## src/rtl/counter_monitor.sv

```systemverilog
`default_nettype none
// ============================================================================
// Module   : counter_monitor
// Purpose  : Passive checker for a 4-mode up/down/load counter. Keeps a
//            one-deep history of the counter inputs and count, predicts the
//            next Q/RCO/LOAD, and flags and counts mismatches one cycle later.
// Revision : 1.0 - initial release
// ============================================================================
module counter_monitor #(
  parameter int WIDTH       = 4,
  parameter bit HALT_ON_ERR = 1'b0
) (
  input  logic             clk,
  input  logic             rst_n,
  input  logic             i_enable,
  input  logic [1:0]       i_modo,
  input  logic [WIDTH-1:0] i_d,
  input  logic [WIDTH-1:0] i_q,
  input  logic             i_rco,
  input  logic             i_load,
  output logic             o_sync,
  output logic             o_error,
  output logic [2:0]       o_fail_code,
  output logic [7:0]       o_err_count,
  output logic [7:0]       o_rco_count
);

  // Prediction arithmetic runs two bits wider than the count so the
  // carry-out of Q+3 is visible before truncation.
  localparam logic [WIDTH+1:0] c_m     = {2'b01, {WIDTH{1'b0}}};
  localparam logic [WIDTH+1:0] c_one   = (WIDTH+2)'(1);
  localparam logic [WIDTH+1:0] c_three = (WIDTH+2)'(3);

  typedef enum logic [1:0] {
    S_WARMUP = 2'd0,
    S_TRACK  = 2'd1,
    S_HALT   = 2'd2
  } state_t;

  state_t           r_state;
  logic             r_sync;
  logic             r_error;
  logic [2:0]       r_fail_code;
  logic [7:0]       r_err_count;
  logic [7:0]       r_rco_count;

  logic [WIDTH-1:0] r_pq;
  logic             r_pen;
  logic [1:0]       r_pmodo;
  logic [WIDTH-1:0] r_pd;

  logic [WIDTH+1:0] w_pq_ext;
  logic [WIDTH+1:0] w_sum;
  logic [WIDTH-1:0] w_pred_q;
  logic             w_pred_rco;
  logic             w_pred_load;
  logic [2:0]       w_mm;

  // One-deep history of what the counter saw on the previous edge.
  always_ff @(posedge clk or negedge rst_n) begin
    if (!rst_n) begin
      r_pq    <= '0;
      r_pen   <= 1'b0;
      r_pmodo <= 2'b00;
      r_pd    <= '0;
    end else begin
      r_pq    <= i_q;
      r_pen   <= i_enable;
      r_pmodo <= i_modo;
      r_pd    <= i_d;
    end
  end

  // Ideal counter response to the recorded history.
  always_comb begin
    w_pq_ext    = {2'b00, r_pq};
    w_sum       = w_pq_ext;
    w_pred_rco  = 1'b0;
    w_pred_load = 1'b0;
    if (r_pen) begin
      case (r_pmodo)
        2'b00: begin
          w_sum      = w_pq_ext + c_three;
          w_pred_rco = (w_sum >= c_m);
        end
        2'b01: begin
          w_sum      = w_pq_ext + c_m - c_one;
          w_pred_rco = (r_pq == '0);
        end
        2'b10: begin
          w_sum      = w_pq_ext + c_one;
          w_pred_rco = &r_pq;
        end
        default: begin
          w_sum       = {2'b00, r_pd};
          w_pred_load = 1'b1;
        end
      endcase
    end
    w_pred_q = w_sum[WIDTH-1:0];
  end

  // Per-field mismatch vector, ordered to match the failure code: Q, RCO, LOAD.
  assign w_mm = {(w_pred_q != i_q), (w_pred_rco != i_rco), (w_pred_load != i_load)};

  // Checker FSM with registered status flags and counters.
  always_ff @(posedge clk or negedge rst_n) begin
    if (!rst_n) begin
      r_state     <= S_WARMUP;
      r_sync      <= 1'b0;
      r_error     <= 1'b0;
      r_fail_code <= 3'b000;
      r_err_count <= 8'd0;
      r_rco_count <= 8'd0;
    end else begin
      case (r_state)
        S_WARMUP: begin
          // History becomes valid on this edge; comparisons start next edge.
          r_state <= S_TRACK;
          r_sync  <= 1'b1;
        end
        S_TRACK: begin
          if (|w_mm) begin
            r_error <= 1'b1;
            if (!r_error) begin
              r_fail_code <= w_mm;
            end
            if (r_err_count != 8'hFF) begin
              r_err_count <= r_err_count + 8'd1;
            end
            if (HALT_ON_ERR) begin
              r_state <= S_HALT;
              r_sync  <= 1'b0;
            end
          end
          if (i_rco && w_pred_rco) begin
            r_rco_count <= r_rco_count + 8'd1;
          end
        end
        S_HALT: begin
          // Frozen until reset; history keeps sampling independently.
          r_sync <= 1'b0;
        end
        default: begin
          r_state <= S_WARMUP;
          r_sync  <= 1'b0;
        end
      endcase
    end
  end

  assign o_sync      = r_sync;
  assign o_error     = r_error;
  assign o_fail_code = r_fail_code;
  assign o_err_count = r_err_count;
  assign o_rco_count = r_rco_count;

endmodule
`default_nettype wire

```

## config.mk

```make
export PLATFORM = sky130hd
export DESIGN_NAME = counter_monitor
export DESIGN_NICKNAME = d
export VERILOG_FILES = /design/src/rtl/counter_monitor.sv
export SDC_FILE = /design/constraint.sdc
export NUM_CORES = 1
export LEC_CHECK = 0
export ABC_AREA = 0
export CORE_MARGIN = 1
export CORE_UTILIZATION = 45
export CTS_BUF_LIST = sky130_fd_sc_hd__clkbuf_4 sky130_fd_sc_hd__clkbuf_8
export DETAILED_ROUTE_END_ITERATION = 7
export GPL_ROUTABILITY_DRIVEN = 0
export PLACE_DENSITY = 0.79
export SETUP_SLACK_MARGIN = 0.2
export SYNTH_ARGS = -nofsm -noshare
export SYNTH_HDL_FRONTEND = slang
export SYNTH_SLANG_ARGS = --single-unit
```

## constraint.sdc

```tcl
create_clock -name clk -period 3.9 [get_ports clk]
set_input_delay 0.585 -clock clk [delete_from_list [all_inputs] [get_ports clk]]
set_output_delay 0.585 -clock clk [all_outputs]
set_load 0.03 [all_outputs]
```

==> Word level (Yosys, flattened, before mapping) <==
Cells that the tools add are included.
{ "op_classes": {"n_bitwise": 1, "order_cmp": 1, "n_eq_ne": 8, "reduce_logical": 12, "addsub": 6, "mux": 8} }
{ "ops": {"columns": ["op", "count"], "rows": [
  ["$add A8 B1 Y8 const B", 2],
  ["$pmux W4 S3", 1],
  ["$add A4 B1 Y4 const B", 2],
  ["$ne A8 B8 Y1 const B", 1],
  ["$reduce_and A3 Y1", 2],
  ["$reduce_or A3 Y1", 2],
  ["$add A4 B2 Y5 const B", 1],
  ["$ge A5 B5 Y1 const B", 1],
  ["$eq A2 B1 Y1 const B", 2],
  ["$eq A2 B2 Y1 const B", 2],
  ["$logic_not A2 Y1", 2],
  ["$logic_not A4 Y1", 1],
  ["$mux W4", 1],
  ["$ne A4 B4 Y1", 1],
  ["$pmux W2 S2", 1],
  ["$reduce_and A2 Y1", 2],
  ["$reduce_and A4 Y1", 1],
  ["$sub A4 B1 Y4 const B", 1],
  ["$mux W1", 3],
  ["$pmux W1 S3", 1],
  ["$ne A1 B1 Y1", 2],
  ["$pmux W1 S2", 1],
  ["$reduce_or A2 Y1", 1],
  ["$logic_and A1 B1 Y1", 1],
  ["$not A1 Y1", 1]
]} }
{ "word_totals": {"regBits": 34, "output_inout_bits": 21, "input_bits": 15, "elab_cells": 46} }

==> Depth between registers and ports, before layout <==
Gate-level depths: netlist of run 1.
{ "depth": {"ltp_word": 7, "depth_mapped": 13} }

==> Worst setup path after synthesis of run 1 <==
No wires, ideal clock.
{ "synth_path": {"path_kind": "reg-to-reg", "from": "register r_pq[0]", "to": "register r_fail_code[0], in the netlist o_fail_code[0]", "path_stages_with_launch": 9, "period_less_slack_ns": 2.855, "setup_time_ns": 0.125, "slack_ns": 1.045, "arrival_ns": 2.730, "required_time_ns": 3.775, "n_path_buf": 1, "path_cell_list": "dfrtp_1 buf_4 o31a_1 or4_4 nand4_1 or3b_4 nor4b_4 or3_4 mux2_4"} }
{ "synth_between": {"elab_chain_cells": 7, "word_cells_on_any_way": 15} }
{ "synth_lines": {"columns": ["item", "line_no", "rtl"], "rows": [
  ["start: declaration", "47", "logic [WIDTH-1:0] r_pq;"],
  ["start signal: assignment", "67", "r_pq <= i_q;"],
  ["$add A4 B1 Y4 / $add A4 B2 Y5 (equally long branches)", "87, 83", null],
  ["$sub A4 B1 Y4 / $ge A5 B5 Y1 (equally long branches)", "87, 84", null],
  ["$pmux W4 S3 / $pmux W1 S3 (equally long branches)", "81", "case (r_pmodo)"],
  ["$mux W4 / $mux W1 (equally long branches)", "80", "if (r_pen) begin"],
  ["$ne A4 B4 Y1 / $ne A1 B1 Y1 (equally long branches)", "104", "assign w_mm = {(w_pred_q != i_q), (w_pred_rco != i_rco), (w_pred_load != i_load)};"],
  ["$reduce_or A3 Y1 *", "123", "if (|w_mm) begin"],
  ["$reduce_and A3 Y1 (no source line) *", null, null],
  ["end signal: assignment", "126", "r_fail_code <= w_mm;"],
  ["end: declaration", "43", "logic [2:0] r_fail_code;"]
]} }
Every way passes the cells marked *; elsewhere a longest branch is shown, timed or not.
A chain may end at the register's enable or synchronous reset.

==> Worst setup path after layout of run 1 <==
Same ends and word-level chain as after synthesis.

==> results of run 1 <==
## cell families after synthesis
logic type / after synthesis
fa+ha+maj: 6
simple gates: 58
other cells: 1
mux: 6
compound gates: 23
buf+inv: 12
xor+xnor: 19
flops: 32
## layout make-up
| cell class | count | share of cell area, % |
|---|---|---|
| Multi-Input combinational cell | 113 | 38.8 |
| Tap cell | 48 | 2.74 |
| Clock buffer | 8 | 4.46 |
| Sequential cell | 32 | 36.6 |
| Inverter | 6 | 1.03 |
| Timing Repair Buffer | 36 | 16.4 |
## cell usage in the layout (no fill, tap or decap), drive strengths merged, types with 2 or more instances in the layout
cell	n
a211oi	2
xnor2	6
nor4	2
nand2	8
nand3	9
clkbuf	8
nor2	11
dfrtp	32
nor2b	3
o21ai	2
nor3b	2
nand2b	2
nor3	4
clkdlybuf4s50	35
o211ai	4
or3	2
ha	6
a21oi	2
and3	6
xor2	13
or2	2
mux2	5
o21ba	2
inv	6
## flip-flops by register name, summed over array words and instances, names as in the netlist
register	flops
r_pmodo	2
r_pen	1
o_err_count	8
o_sync	1
r_pd	4
o_fail_code	3
o_rco_count	8
r_pq	4
o_error	1
## metrics by stage
stage	instance area, um^2	util, %	hold slack, ps
floorplan	1710	-	289
global placement	2090	57.1	462
detailed placement	2090	57.1	469
CTS	2190	59.8	478
global route	2190	59.8	511
finish	2190	59.8	475
## per-layer routing
metal / vias up / routed length (um) / part of all wire (%)
met1: 625 / 1590 / 45
met5: - / 0 / 0
li1: 624 / - / -
met2: 52 / 1670 / 47
met4: 0 / 72 / 2.0
met3: 8 / 204 / 5.8
## where the power goes
part | internal, mW | switching (mW) | leakage, nW
combinational | 0.174 | 0.192 | 0.556
sequential | 0.389 | 0.0715 | 0.379
clock | 0.158 | 0.120 | 0.0523
## path summary, 6_finish.rpt
| check | slack, ps | to | startpoint | cells past startpoint |
|---|---|---|---|---|
| max reg2reg | 880 | o_fail_code[0] | r_pq[0] | 7 |
| max in group asynchronous | 2900 | o_rco_count[4] | rst_n | 2 |
| max | 880 | o_fail_code[0] | r_pq[0] | 7 |
| min in group asynchronous | 700 | o_err_count[2] | rst_n | 2 |
| min reg2reg | 480 | o_rco_count[7] | o_rco_count[7] | 1 |
| min | 480 | o_rco_count[7] | o_rco_count[7] | 1 |
## critical path, cell delays in order (launching register included)
cell and delay (ps):
dfrtp_1 480, o31a_1 320, or4_4 480, nand4_1 100, or3b_4 400, nor4b_4 560
or3_4 260, mux2_4 300
==> results.md, run 1 <==
* TritonRoute pass-1 iters at 4
* Final setup skew at 4.29 ps
* Worst VDD drop at 0.554 mV
* I/O Buffers at 35
* Post-Place Setup Slack at 823 ps
* Nets at 215
* Routed WL at 3530 um
* Filler instances at 307
* Post-synthesis mux area share at 4.76%
* Slew Limit Fails at 0
* Syn Nets at 178
* I/O Pins at 36
* Post-Synth Adder-Cell Area at 4.40%
* Worst skew pair latency at 280 ps
* RSZ-0062 raised after global routing: false
* Post-Place Cells at 235
* CTS tree: done
* ANT cells at 0
* Worst-path clk slew at 70 ps
* Overall routing resource usage at 19.6%
* Setup TNS at 0 ps
* Top-area cell type share of the netlist area at 46.9%
* CP max FO at 10
* Sequential share of the synthesized area at 46.9%
* F_max at 331 MHz
* Area occupied by multi-input gates at 850 um^2
* Inserted Clock Buffers at 5
* Overall Power at 1.11 mW
* P&R area growth vs syn at 28.1%
* Worst-Margin Slew at 569 ps
* Compound-cell area share of the yosys netlist at 10.6%
* Post-synth EDFFs at 0
* Vias at 1309
* Core Region at 3660 um^2
* Chip Width at 63.6 um
* Data required, critical path at 4070 ps
* Startpoint types: register
* Met1 usage at 24.2%
* Ranking of synthesized cells by area: dfrtp_1 47%, xor2_1 6.7%, ha_1 4.4%
* Starting DRT DRC Count at 101
* Pwr dens at 505 nW/um^2
* WP data arrival at 3180 ps
* H-tree Lvls at 2
* Simple-gate portion of the synthesized area at 20.0%
* Final min period at 3020 ps
* Clock Path Buffers at 2
* Initial antenna violation count at 0
* Synth top cells by count: 32 x dfrtp_1, 13 x xor2_1, 10 x nor2_1
* Finished Layout Cells at 243
* CTS resizes at 0
* Count leader, synth: dfrtp_1
* Grt ovf at 0
* Wirelength per Cell at 14.5 um
* Fin. Hold Viols at 0
* Crit. End Element: register
* Root Buffer: clkbuf_8
* Leak pwr at 0.988 nW
* Post-Synth XOR/XNOR Area at 9.74%
* Number of global-route vias before repair at 1315
* Layout cells sized above 1 at 11.8%
* Status: finished clean
* Core Rows at 22
* Clk sink count at 32
* Main flop type after synthesis: dfrtp_1
* Netlist cell types at 49
* Die ar. at 4050 um^2
* GR met2 Demand/Resource at 30.5%
* Register area at 801 um^2
* Cell count after synthesis at 157
* ANT nets after route at 0
* First-pass GRT wire length at 5980 um
* Max-cap viol count at 0
* Via density per instance at 5.39
* Area leader, netlist: dfrtp_1
* Synth Warn # at 0
* Critical path class: reg -> reg
* Final period util at 77.3%
* Met3 usage at 6.52%
* Type of the worst min-delay path: reg -> reg
* Synthesis-stage register bit count at 32
* Top Usage Layer GRT: met2
* Post-CTS setup buffer count at 0
* Die height at 63.6 um
* # setup viols final at 0
* Slew HR at 61.9%
* CTS hold repair buffers at 0
* Largest family of logic cells by synthesized area: simple AND/OR/NAND/NOR gates
* Synth Cell Area at 1710 um^2
* DR DRC count at 0
* Starting Density at 46.7%
* Setup ws final at 883 ps
* Largest net degree at the start of global routing at 33
* Hpwl dp at 2470 um
* Post-Syn Area per Cell at 10.9 um^2
* Fraction of registers with async set/reset at 100%
(Power assumes the default switching activity.)
==> run 2: changes to the inputs <==
--- a/config.mk
+++ b/config.mk
@@ -11,7 +11,7 @@
 export CTS_BUF_LIST = sky130_fd_sc_hd__clkbuf_4 sky130_fd_sc_hd__clkbuf_8
 export DETAILED_ROUTE_END_ITERATION = 7
 export GPL_ROUTABILITY_DRIVEN = 0
-export PLACE_DENSITY = 0.79
+export PLACE_DENSITY = 0.82
 export SETUP_SLACK_MARGIN = 0.2
 export SYNTH_ARGS = -nofsm -noshare
 export SYNTH_HDL_FRONTEND = slang
==> constraint.sdc (replaced) <==
create_clock -name clk -period 2.7 [get_ports clk]
set_input_delay 0.405 -clock clk [delete_from_list [all_inputs] [get_ports clk]]
set_output_delay 0.405 -clock clk [all_outputs]
set_load 0.03 [all_outputs]
==> run 2 against run 1 <==
  * Utilization increased by 3.4 points
  * Routed wire length decreased by 2.9%
  * Critical path type unchanged
  * Final cell count increased by 4.1%
  * Largest cell class unchanged
  * Combinational power increased by 50%
==> results.md, run 2 (same netlist as run 1, synthesis figures left out) <==
* F_max at 391 MHz
* Vias at 1349
* Max-cap viol count at 0
* Leak pwr at 1.05 nW
* R2R Setup Slk at 140 ps
* Starting DRT DRC Count at 74
* Routed WL at 3430 um
* Largest net degree at the start of global routing at 33
* Hold slack at 480 ps
* Post-Place Setup Slack at -8.12 ps
* Clock Path Buffers at 2
* Grt ovf at 0
* P&R area growth vs syn at 35.4%
* HP Start: o_rco_count[7]
* H-tree Lvls at 2
* Fin. Hold Viols at 0
* Inserted Clock Buffers at 5
* Worst-path clk slew at 60 ps
* Clk sink count at 32
* WHS Path Cells at 1
* Status: finished clean
* Fin util at 63.2%
* Worst VDD drop at 0.635 mV
* WHS Endpoint: o_rco_count[7]
* Post-Place Cells at 243
* I/O Buffers at 35
* Crit. End Element: register
* Worst R2R Start: r_pq[2]
* Core Rows at 22
* RSZ-0062 raised after global routing: true
* Critical path class: reg -> reg
* Slew Limit Fails at 0
* CTS hold repair buffers at 0
* Final period util at 94.8%
* Number of global-route vias before repair at 1329
* Hpwl dp at 2390 um
* Final setup skew at 3.81 ps
* DR DRC count at 0
* Final min period at 2560 ps
* Type of the worst min-delay path: reg -> reg
* Post-DP Area at 2150 um^2
* WP data arrival at 2730 ps
* CP max FO at 5
* Data required, critical path at 2870 ps
* Starting Density at 46.7%
* Launch point of the worst path: r_pq[2]
* Worst skew pair latency at 280 ps
* Most common cell after layout, fill and taps aside: clkdlybuf4s50_1
* Setup ws final at 140 ps
* Worst r2r dst: o_err_count[1]
* Via density per instance at 5.33
* CTS tree: done
* Overall routing resource usage at 19.5%
* TritonRoute pass-1 iters at 4
* # setup viols final at 0
* Design Area, Final at 2310 um^2
* Root Buffer: clkbuf_8
* Setup TNS at 0 ps
* Chip Width at 63.6 um
* ANT cells at 0
* Pwr dens at 693 nW/um^2
* First-pass GRT wire length at 5890 um
* Die ar. at 4050 um^2
* ANT nets after route at 0
* Die height at 63.6 um
* Finished Layout Cells at 253
* Initial antenna violation count at 0
* Nets at 226
* I/O Pins at 36
* Worst R2R Path Depth at 8
* Wirelength per Cell at 13.5 um
* Filler instances at 289
* Most frequent cells in the layout: 35 x clkdlybuf4s50_1, 31 x dfrtp_1, 13 x xor2_1
* Startpoint types: register
* Layout cells sized above 1 at 20.0%
* Overall Power at 1.60 mW
* Core Region at 3660 um^2
[run 2: cell types whose count changed in the layout (fill, tap and decap cells not counted), moves of 2 or more]
| cell | previous run | this run |
|---|---|---|
| clkbuf_4 | 2 | 0 |
| buf_4 | 1 | 9 |
| buf_6 | 0 | 3 |
| nor2b_1 | 3 | 1 |
[run 2: area by class of cell]
type	count	area [um^2]	area share [%]
inverter	6	22.5	0.974
multi-input combinational	113	880	38.0
tap	48	60.1	2.60
clock buffer	7	96.3	4.17
sequential	32	802	34.7
timing repair buffer	47	452	19.5
[run 2: power breakdown]
group | total [mW] | internal [mW] | switching [mW]
clock | 0.392 | 0.227 | 0.166
sequential | 0.660 | 0.563 | 0.0974
combinational | 0.550 | 0.265 | 0.285
[run 2: worst max path at each step]
stage	depth (start not counted)	endpoint
after global placement	7	o_fail_code[1]
after global routing	9	o_err_count[7]
after CTS	7	o_fail_code[2]
after detailed placement	7	o_fail_code[0]
final	8	o_err_count[1]
after floorplan	8	o_fail_code[0]
[run 2: repair_timing]
action,in CTS,in global routing
endpoints found under the setup margin,9,12
setup buffers,3,0
pin swaps,2,2
gates resized for setup,6,8
[run 2: critical path: stages (launching register included)]
cell	delay, ps
dfrtp_1	400
o31a_1	300
or4_4	480
nand4_1	100
or3b_4	390
nor4b_4	270
buf_6	170
nor2_4	50
mux2_4	290
[run 2: metal layers]
| layer | wire length (um) | share of wire [%] | vias up | track usage (%) |
|---|---|---|---|---|
| met2 | 1650 | 48 | 45 | 30.2 |
| li1 | - | - | 648 | - |
| met1 | 1510 | 44 | 651 | 24.4 |
| met3 | 200 | 5.8 | 5 | 6.70 |
| met5 | 0 | 0 | - | 0 |
| met4 | 72 | 2.1 | 0 | 8.81 |
